`src/rtl/fft_pkg.sv`:
```
// Shared definitions for the radix-2 pipeline-FFT stage buffer controllers.
package fft_pkg;

    typedef enum logic [1:0] {
        IDLE = 2'd0,
        RD_A = 2'd1,
        RD_B = 2'd2
    } rd_state_e;

    function automatic int clog2(input int value);
        int r;
        r = 0;
        for (int i = 0; i < 32; i++) begin
            if ((1 << r) < value) r++;
        end
        return r;
    endfunction

    // Butterfly partner distance of stage s in an n-point pipeline FFT.
    function automatic int stage_span(input int n, input int s);
        return n >> (s + 1);
    endfunction

endpackage

```
`src/rtl/fft_stage_mem_ctrl_if.sv`:
```
// Sample-in / RAM-control bundle between a stage buffer controller and its RAM.
interface fft_stage_mem_ctrl_if #(
    parameter int AW = 5
) ();
    logic          in_valid;
    logic          en_wr;
    logic [AW-1:0] wr_ptr;
    logic          en_rd;
    logic [AW-1:0] rd_ptr;
    logic [AW-2:0] tw_idx;
    logic          tw_vld;
    logic          frame_done;
    logic          ovf;

    modport master (
        input  in_valid,
        output en_wr, wr_ptr, en_rd, rd_ptr, tw_idx, tw_vld, frame_done, ovf
    );

    modport slave (
        output in_valid,
        input  en_wr, wr_ptr, en_rd, rd_ptr, tw_idx, tw_vld, frame_done, ovf
    );
endinterface

```
`src/rtl/fft_pair_addr_gen.sv`:
```
// Butterfly pair address and twiddle generator; walks pairs (k, k+SPAN) within groups g.
module fft_pair_addr_gen
    import fft_pkg::*;
#(
    parameter int N    = 16,
    parameter int SPAN = 8,
    parameter int AW   = 5
) (
    input  logic          clk,
    input  logic          rst_n,
    input  logic          adv,
    output logic [AW-2:0] addr_a,
    output logic [AW-2:0] addr_b,
    output logic          last,
    output logic [AW-2:0] tw_idx,
    output logic          tw_vld
);
    localparam int CW      = AW - 1;
    localparam int PW      = clog2(N) - 1;
    localparam int KS      = clog2(SPAN);
    localparam int TW_STEP = N / (2 * SPAN);

    // One pair counter; k and g are its low and high fields because SPAN is a power of two.
    logic [PW-1:0] pair_q;
    logic [CW-1:0] pair_x, k, g, tw_d, tw_q;
    logic          tw_vld_q;

    assign pair_x = CW'(pair_q);
    assign k      = pair_x & CW'(SPAN - 1);
    assign g      = pair_x >> KS;
    assign addr_a = (g << (KS + 1)) | k;
    assign addr_b = addr_a | CW'(SPAN);
    assign last   = (pair_q == '1);
    assign tw_d   = CW'(k * TW_STEP);

    // NOTE: state registers use non-blocking assignments so every flop samples pre-edge values.
    always_ff @(posedge clk or negedge rst_n) begin
        if (!rst_n) begin
            pair_q   <= '0;
            tw_q     <= '0;
            tw_vld_q <= 1'b0;
        end else begin
            tw_vld_q <= adv;
            if (adv) begin
                pair_q <= pair_q + 1'b1;
                tw_q   <= tw_d;
            end
        end
    end

    assign tw_idx = tw_q;
    assign tw_vld = tw_vld_q;
endmodule

```
`src/rtl/fft_stage_mem_ctrl.sv`:
```
// Ping-pong stage buffer controller: natural-order writes, butterfly-pair reads with aligned twiddles.
module fft_stage_mem_ctrl
    import fft_pkg::*;
#(
    parameter int N    = 16,
    parameter int SPAN = 8,
    parameter int AW   = clog2(N) + 1
) (
    input  logic                 clk,
    input  logic                 rst_n,
    fft_stage_mem_ctrl_if.master bus
);
    localparam int CW = AW - 1;

    rd_state_e     state_q, state_d;
    logic [CW-1:0] wr_cnt_q;
    logic          wr_bank_q, rd_bank_q, rd_other, ovf_q;
    logic [1:0]    bank_full_q, bank_full_d, wr_done_vec, full_nx;
    logic          wr_ok, wr_last;
    logic          rd_adv, rd_last, rd_clr, en_rd, frame_done;
    logic [AW-1:0] rd_ptr;
    logic [CW-1:0] addr_a, addr_b;

    assign wr_ok    = bus.in_valid && !bank_full_q[wr_bank_q];
    assign wr_last  = wr_ok && (wr_cnt_q == CW'(N - 1));
    assign rd_other = ~rd_bank_q;

    // A bank completing this cycle counts as full for the reader's next state, so it is read next cycle.
    always_comb begin
        wr_done_vec            = '0;
        wr_done_vec[wr_bank_q] = wr_last;
        full_nx                = bank_full_q | wr_done_vec;
        bank_full_d            = full_nx;
        if (rd_clr) bank_full_d[rd_bank_q] = 1'b0;
    end

    // NOTE: every always_comb output gets a default first so no path leaves it unassigned (no latch).
    always_comb begin
        state_d    = state_q;
        en_rd      = 1'b0;
        rd_ptr     = '0;
        rd_adv     = 1'b0;
        rd_clr     = 1'b0;
        frame_done = 1'b0;
        unique case (state_q)
            IDLE: if (full_nx[rd_bank_q]) state_d = RD_A;
            RD_A: begin
                en_rd   = 1'b1;
                rd_ptr  = {rd_bank_q, addr_a};
                state_d = RD_B;
            end
            RD_B: begin
                en_rd   = 1'b1;
                rd_ptr  = {rd_bank_q, addr_b};
                rd_adv  = 1'b1;
                state_d = RD_A;
                if (rd_last) begin
                    frame_done = 1'b1;
                    rd_clr     = 1'b1;
                    state_d    = full_nx[rd_other] ? RD_A : IDLE;
                end
            end
            default: state_d = IDLE;
        endcase
    end

    always_ff @(posedge clk or negedge rst_n) begin
        if (!rst_n) begin
            state_q     <= IDLE;
            wr_cnt_q    <= '0;
            wr_bank_q   <= 1'b0;
            rd_bank_q   <= 1'b0;
            bank_full_q <= '0;
            ovf_q       <= 1'b0;
        end else begin
            state_q     <= state_d;
            bank_full_q <= bank_full_d;
            if (wr_ok) begin
                wr_cnt_q <= wr_cnt_q + 1'b1;
                if (wr_last) wr_bank_q <= ~wr_bank_q;
            end
            if (bus.in_valid && bank_full_q[wr_bank_q]) ovf_q <= 1'b1;
            if (rd_clr) rd_bank_q <= ~rd_bank_q;
        end
    end

    fft_pair_addr_gen #(
        .N    (N),
        .SPAN (SPAN),
        .AW   (AW)
    ) u_pair_addr_gen (
        .clk    (clk),
        .rst_n  (rst_n),
        .adv    (rd_adv),
        .addr_a (addr_a),
        .addr_b (addr_b),
        .last   (rd_last),
        .tw_idx (bus.tw_idx),
        .tw_vld (bus.tw_vld)
    );

    assign bus.en_wr      = wr_ok;
    assign bus.wr_ptr     = {wr_bank_q, wr_cnt_q};
    assign bus.en_rd      = en_rd;
    assign bus.rd_ptr     = rd_ptr;
    assign bus.frame_done = frame_done;
    assign bus.ovf        = ovf_q;
endmodule
```
`src/flat_wrapper.sv`:
```
// flat-port wrapper written by rule: the top's interface ports become plain ports
module fft_stage_mem_ctrl_flat import fft_pkg::*;
#(
    parameter int N    = 16,
    parameter int SPAN = 8,
    parameter int AW   = clog2(N) + 1
)
  (clk, rst_n, bus_in_valid, bus_en_wr, bus_wr_ptr, bus_en_rd, bus_rd_ptr, bus_tw_idx, bus_tw_vld, bus_frame_done, bus_ovf);
  fft_stage_mem_ctrl_if #(.AW(AW)) bus_i ();
  input  logic clk;
  input  logic rst_n;
  input wire logic [$bits(bus_i.in_valid)-1:0] bus_in_valid;
  output wire logic [$bits(bus_i.en_wr)-1:0] bus_en_wr;
  output wire logic [$bits(bus_i.wr_ptr)-1:0] bus_wr_ptr;
  output wire logic [$bits(bus_i.en_rd)-1:0] bus_en_rd;
  output wire logic [$bits(bus_i.rd_ptr)-1:0] bus_rd_ptr;
  output wire logic [$bits(bus_i.tw_idx)-1:0] bus_tw_idx;
  output wire logic [$bits(bus_i.tw_vld)-1:0] bus_tw_vld;
  output wire logic [$bits(bus_i.frame_done)-1:0] bus_frame_done;
  output wire logic [$bits(bus_i.ovf)-1:0] bus_ovf;
  assign bus_i.in_valid = bus_in_valid;
  assign bus_en_wr = bus_i.en_wr;
  assign bus_wr_ptr = bus_i.wr_ptr;
  assign bus_en_rd = bus_i.en_rd;
  assign bus_rd_ptr = bus_i.rd_ptr;
  assign bus_tw_idx = bus_i.tw_idx;
  assign bus_tw_vld = bus_i.tw_vld;
  assign bus_frame_done = bus_i.frame_done;
  assign bus_ovf = bus_i.ovf;
  fft_stage_mem_ctrl #(.N(N), .SPAN(SPAN), .AW(AW)) u_core (.clk(clk), .rst_n(rst_n), .bus(bus_i));
endmodule
```
`config.mk`:
```
export PLATFORM = sky130hd
export DESIGN_NAME = fft_stage_mem_ctrl_flat
export DESIGN_NICKNAME = d
export VERILOG_FILES = /design/src/rtl/fft_pkg.sv /design/src/rtl/fft_stage_mem_ctrl_if.sv /design/src/rtl/fft_pair_addr_gen.sv /design/src/rtl/fft_stage_mem_ctrl.sv /design/src/flat_wrapper.sv
export SDC_FILE = /design/constraint.sdc
export NUM_CORES = 1
export LEC_CHECK = 0
export ABC_AREA = 1
export CAP_MARGIN = 20
export CORE_AREA = 2 2 58 46
export CTS_CLUSTER_SIZE = 24
export DETAILED_ROUTE_END_ITERATION = 10
export DIE_AREA = 0 0 60 48
export PLACE_DENSITY = 0.73
export SYNTH_ARGS = -nofsm -noshare
export SYNTH_HDL_FRONTEND = slang
export SYNTH_SLANG_ARGS = --single-unit
```
`constraint.sdc`:
```
create_clock -name clk -period 1.4 [get_ports clk]
set_input_delay 0.28 -clock clk [delete_from_list [all_inputs] [get_ports clk]]
set_output_delay 0.28 -clock clk [all_outputs]
set_load 0.005 [all_outputs]
```
==> flow_summary.toml, run 1 <==
[status]
outcome = "finished, violations left"
violations = "setup timing"

[sta]
period_share_pct = 125
rsz0062_at_grt = "yes"
fmax_mhz = 570
drv_slew = 0
setup_viol = 10
hold-worst-slack_ps = 297
period_minus_slack_ps = 1750
fin_ws_ps = -353
hold_viol = 0
clock-skew-final_ps = 2.60
finalSetupTns_ps = -2340

[setup_path]
crit_fanout = 3
crit_required_ps = 1120
slowest_stage = "dfrtp_1"
cp-start-kind = "flip-flop"
endpoint_kind = "primary output"
crit_path_frequent_cell = "buf_6"
cp_cell_sequence = "buf_6, ha_4, o21ai_4, buf_6, nor2_4, buf_2"
cp.arrival_ps = 1470
cp_slowest_stage_delay_ps = 410
crit_type = "reg2out"
rr_worst_depth = 11

[clocking]
clk_path_buf_depth = 2
hold_buffers = 0
clk_pin_slew_ps = 110
clock_latency_ps = 300
cts_tree = "yes"
h-tree-depth = 1
cts_sinks = 18
clockRootBuffer = "clkbuf_4"
cts_made_buffers = 3

[grt]
grt_first_pass_wirelength_um = 4270
grt.total_usage_pct = 21.0
globalRouteOverflowTotal = 0
grt_max_degree = 19
first_global_vias = 916
antenna_found_initial = 0

[synth]
ys_seq_elements = 18
syn_avg_cell_area_um2 = 9.12
ys_seq_area_share_pct = 47.5
synthCells = 104
synthDistinctLibCells = 23
yosys_warnings = 0
syn_nets = 115
synth_area_um2 = 948

[drt]
drc = 0
drtIter0Drc = 15
dr.pass1.iters = 4
wl_um = 2760
ant_nets = 0
vias = 898
avgViaCountPerCell = 4.49
wl_per_cell_um = 13.8

[job]
cap_violations = 0

[placement]
dp_cells = 174
dp_hpwl_um = 1550
routabilityCongestion = 0.781
port_buffers = 20

[floorplanning]
row_count = 15
die_w_um = 60
die_h_um = 48
start_util_pct = 41.8
dieArea_mm2 = 0.00288
core_mm2 = 0.00227
ios = 22

[power_and_ir_drop]
combPwrFrac_pct = 68.4
power_switching_mw = 1.46
p_sw_share_pct = 39.0
ir_drop_mv = 1.30
p_clk_share_pct = 8.7
p_seq_share_pct = 22.9
cellLeakagePower_nw = 0.855
internal_power_mw = 2.29
p_per_area_mw_per_mm2 = 2260

[final_layout]
final_cell_mix = "buf_4, dfrtp_1, nand2_1"
area_growth_pct = 74.5
nets = 178
mostFrequentLayoutCell = "buf_4"
layout-drive-gt1-share_pct = 53.6
antenna_cells = 0
instances_no_fill = 200

[min_path]
hp-class = "in2async"
==> power groups by stage <==
stage	clock [mW]	combinational (mW)	sequential [mW]
2_1_floorplan	0	0.733	0.905
3_3_place_gp	0	1.56	0.877
3_5_place_dp	0	1.63	0.889
4_1_cts	0.331	2.19	0.847
5_1_grt	0.360	2.76	0.885
6_report	0.325	2.56	0.858
==> worst max-delay path, delay by kind of cell, from the launching register on <==
kind	cells	cell delay [ps]
compound gates	1	180
fa+ha+maj	1	170
buf+inv	3	380
flops	1	410
simple gates	1	30
==> registers in the layout, indices dropped and copies added, names as in the netlist <==
name,count
u_core.u_pair_addr_gen.pair_q,3
u_core.rd_bank_q,1
u_core.u_pair_addr_gen.tw_idx,3
u_core.bus.ovf,1
u_core.wr_cnt_q,4
u_core.state_q,2
u_core.wr_bank_q,1
u_core.bank_full_q,2
u_core.u_pair_addr_gen.tw_vld,1
==> area by class of cell <==
type | count | area [um^2]
Clock buffer | 4 | 36.3
Fill cell | 172 | 616
Inverter | 15 | 62.6
Multi-Input combinational cell | 67 | 533
Sequential cell | 18 | 450
Tap cell | 34 | 42.5
Timing Repair Buffer | 62 | 531
==> cells in the mapped netlist (all sizes together) <==
cell	n	area share [%]
dfrtp	18	47
a31o	1	0.92
inv	14	5.5
o21ai	4	2.1
nand4	3	2.6
nand3	3	2.1
nand2	28	13
conb	1	0.40
clkinv	1	0.53
xor2	4	3.7
buf	3	2.4
a21oi	3	1.6
nor2	10	4.7
clkbuf	1	0.40
a22oi	1	0.79
ha	8	11
xnor2	1	0.92
==> logic make-up (layout without fill, tap and decap cells) <==
family	count (synthesis)	after routing	synth area share (%)
xor gates and xnor gates	5	5	4.62
other	1	1	0.395
DFF	18	18	47.5
buffers and inverters	19	81	8.84
adders and majority gates	8	8	10.6
and+or+nand+nor	44	44	22.7
AOI/OAI and AO/OA	9	9	5.41
==> worst paths after layout <==
path / slack [ps] / to / start
setup / recovery: -350 / bus_rd_ptr[2] / u_core.state_q[1]
hold / removal: 300 / u_core.wr_cnt_q[1] / rst_n
setup reg to reg: -120 / u_core.state_q[0] / u_core.wr_bank_q
hold reg to reg: 530 / u_core.u_pair_addr_gen.tw_idx[1] / u_core.u_pair_addr_gen.tw_idx[1]
max in group asynchronous: 900 / u_core.bus.ovf / rst_n
min in group clk: 530 / u_core.u_pair_addr_gen.tw_idx[1] / u_core.u_pair_addr_gen.tw_idx[1]
==> metrics by stage <==
step	setup slack [ps]	power (mW)	instance area, um^2	utilization, %
floorplan	14.4	1.64	948	-
global placement	-416	2.44	1320	57.9
detailed placement	-507	2.51	1320	57.9
CTS	-347	3.37	1550	68.3
global route	-425	4.00	1660	72.9
finish	-353	3.75	1660	72.9
==> repair_timing <==
action | in CTS | in global routing
pin swaps | 5 | 13
setup endpoints to repair | 18 | 16
setup buffers | 20 | 6
gates resized for setup | 68 | 22
==> layer usage <==
metal | global-route usage, % | share of wire (%)
met1 | 24.5 | 40
met2 | 39.1 | 56
met3 | 5.95 | 3.8
met4 | 4.89 | 0.47
met5 | 0 | 0
No activity file was read; power rests on OpenSTA's default activity.
==> inputs of run 2 (changes only) <==
--- a/config.mk
+++ b/config.mk
@@ -5,12 +5,11 @@
 export SDC_FILE = /design/constraint.sdc
 export NUM_CORES = 1
 export LEC_CHECK = 0
-export ABC_AREA = 1
 export CAP_MARGIN = 20
-export CORE_AREA = 2 2 58 46
+export CORE_AREA = 2 2 57 46
 export CTS_CLUSTER_SIZE = 24
 export DETAILED_ROUTE_END_ITERATION = 10
-export DIE_AREA = 0 0 60 48
+export DIE_AREA = 0 0 59 48
 export PLACE_DENSITY = 0.73
 export SYNTH_ARGS = -nofsm -noshare
 export SYNTH_HDL_FRONTEND = slang
==> run 2 against run 1 <==
The flow still finishes with violations (setup timing). Count of clock-buffer cells in the layout unchanged. Clock skew is 2.8 ps higher. Highest routed layer unchanged. First-iteration DRC count unchanged. Total power increased by 3.8%. Final area down 3.7%. Routed wire length fell by 18%. Cell count decreased by 20%. Via count fell by 11%. Worst hold slack got worse by 7.0 ps. Area after synthesis down 2.4%.
==> flow_summary.toml, run 2 <==
[synth]
synth-main-ff-cell = "dfrtp_1"
ys_seq_elements = 18
yosys_warnings = 0
synth_area_um2 = 926
synth_top_area_share_pct = 48.6
synthCells = 81
synthDistinctLibCells = 25
syn_nets = 92
synthArstFlopShare_pct = 100
synth_common_cells = "dfrtp_1, ha_1, inv_1, mux2_2, and2_1"
synth_largest_area_cell = "dfrtp_1"
ys_top_cells_by_area = "dfrtp_1, ha_1, mux2_2, and2_1, inv_1"
yosysMostFrequentCell = "dfrtp_1"
synth-edff-count = 0
ys_seq_area_share_pct = 48.6
syn_avg_cell_area_um2 = 11.4

[status]
violations = "setup timing"
outcome = "finished, violations left"

[final_layout]
area_growth_pct = 72.2
nets = 148
top_register = "u_core.wr_cnt_q"
largest_reg_flops = 4
fillCellCount = 160
multi_input_area_um2 = 542
layout-drive-gt1-share_pct = 56.6
final_cell_mix = "buf_4, buf_6, dfrtp_1"
seqCellArea_um2 = 450
mostFrequentLayoutCell = "buf_4"
instances_no_fill = 161
antenna_cells = 0
final_util_pct = 72.0

[setup_path]
reg2reg_to = "u_core.state_q[0]"
r2r_slack_ps = -230
critPathLaunch = "u_core.state_q[0]"
endpoint_kind = "primary output"
crit_fanout = 4
crit_required_ps = 1120
timing.rr.start = "u_core.wr_cnt_q[1]"
cp-start-kind = "flip-flop"
rr_worst_depth = 5
cp.arrival_ps = 1510
endpoint = "bus_rd_ptr[2]"
crit_type = "reg2out"

[placement]
routabilityCongestion = 0.755
dp_cells = 142
dp_hpwl_um = 1450
port_buffers = 20

[clocking]
clockRootBuffer = "clkbuf_4"
cts_tree = "yes"
h-tree-depth = 1
cts_made_buffers = 3
clk_path_buf_depth = 2
clk_pin_slew_ps = 110
cts_sinks = 18
clock_latency_ps = 300

[sta]
hold_viol = 0
fmax_mhz = 557
rsz0062_at_grt = "yes"
drv_slew = 0
fin_ws_ps = -394
clock-skew-final_ps = 5.39
period_share_pct = 128
period_minus_slack_ps = 1790
setup_viol = 10

[grt]
grt_use_met3_pct = 5.68
grt.total_usage_pct = 17.9
gr-usage-met2_pct = 32.9
top_usage_layer = "met2"
gr-usage-met1_pct = 20.4
grt_first_pass_wirelength_um = 3570
globalRouteOverflowTotal = 0
grt_max_degree = 19
first_global_vias = 809
antenna_found_initial = 0

[job]
cap_violations = 0

[floorplanning]
start_util_pct = 41.8
die_h_um = 48
row_count = 15
ios = 22
die_w_um = 59
core_mm2 = 0.00221
dieArea_mm2 = 0.00283

[drt]
drtIter0Drc = 15
ant_nets = 0
avgViaCountPerCell = 4.99
wl_per_cell_um = 14.0
drc = 0
wl_um = 2260
vias = 803
dr.pass1.iters = 4

[power_and_ir_drop]
power.total_mw = 3.89
p_per_area_mw_per_mm2 = 2440
cellLeakagePower_nw = 0.773
ir_drop_mv = 1.21

[min_path]
hp-class = "in2async"
==> run 2: cell count changes after synthesis, moves of 5 or more <==
cell	delta
mux2_2	+7
inv_2	-5
nand2_2	-8
and2_1	+5
nand2_1	-18
nor2_1	-6
==> run 2: layer usage <==
metal | up-vias | part of all wire (%)
met5 | - | 0
met4 | 0 | 0.93
met3 | 5 | 3.6
met2 | 23 | 50
met1 | 394 | 45
li1 | 381 | -
==> run 2: worst min path at each step <==
| stage | slack (ps) | startpoint | end | depth (start not counted) |
|---|---|---|---|---|
| after floorplan | -20 | rst_n | u_core.bank_full_q[0] | 0 |
| after global placement | 460 | u_core.bus.ovf | u_core.bus.ovf | 1 |
| after detailed placement | 470 | u_core.bus.ovf | u_core.bus.ovf | 1 |
| final | 290 | rst_n | u_core.bank_full_q[1] | 2 |
| after global routing | 310 | rst_n | u_core.wr_cnt_q[3] | 2 |
| after CTS | 300 | rst_n | u_core.bank_full_q[1] | 2 |
==> run 2: critical path: stages (launching register included) <==
cell and delay (ps):
dfrtp_1 390, inv_2 70, buf_6 120, ha_4 260
o21a_4 150, and2_4 140, buf_6 80
==> run 2: cells by family after synthesis <==
| family | after synthesis | share of synthesized area [%] |
|---|---|---|
| AOI/OAI and AO/OA | 16 | 11.8 |
| xor gates and xnor gates | 5 | 4.73 |
| adders and majority gates | 8 | 10.8 |
| buffers and inverters | 12 | 6.08 |
| DFF | 18 | 48.6 |
| muxes | 8 | 9.60 |
| other | 1 | 0.405 |
| and+or+nand+nor | 13 | 7.97 |
==> run 2: area by class of cell <==
class                   count  area share [%]
clock buffers               4            2.28
flip-flops and latches     18            28.3
inverters                   7            1.96
well taps                  25            1.96
multi-input cells          51            34.0
repair buffers             56            31.6
==> run 2: metrics by stage <==
| stage | setup TNS, ps | area [um^2] | setup WS [ps] | hold slack, ps |
|---|---|---|---|---|
| finish | -2800 | 1590 | -394 | 290 |
| global route | -3420 | 1590 | -456 | 308 |
| CTS | -2610 | 1500 | -387 | 296 |
| detailed placement | -3800 | 1290 | -423 | 474 |
| global placement | -3450 | 1290 | -407 | 457 |
| floorplan | -365 | 942 | -166 | -15.6 |
==> run 2: what timing repair did <==
item	CTS	global route
setup endpoints to repair	20	22
hold buffers	0	0
gates resized for setup	72	23
buffers inserted	12	6
pin swaps	10	6
==> run 2: report_power, final <==
| part | internal, mW | total [mW] | switching [mW] |
|---|---|---|---|
| Sequential | 0.769 | 0.956 | 0.187 |
| Clock | 0.159 | 0.328 | 0.169 |
| Combinational | 1.61 | 2.61 | 0.997 |
| Total | 2.54 | 3.89 | 1.35 |
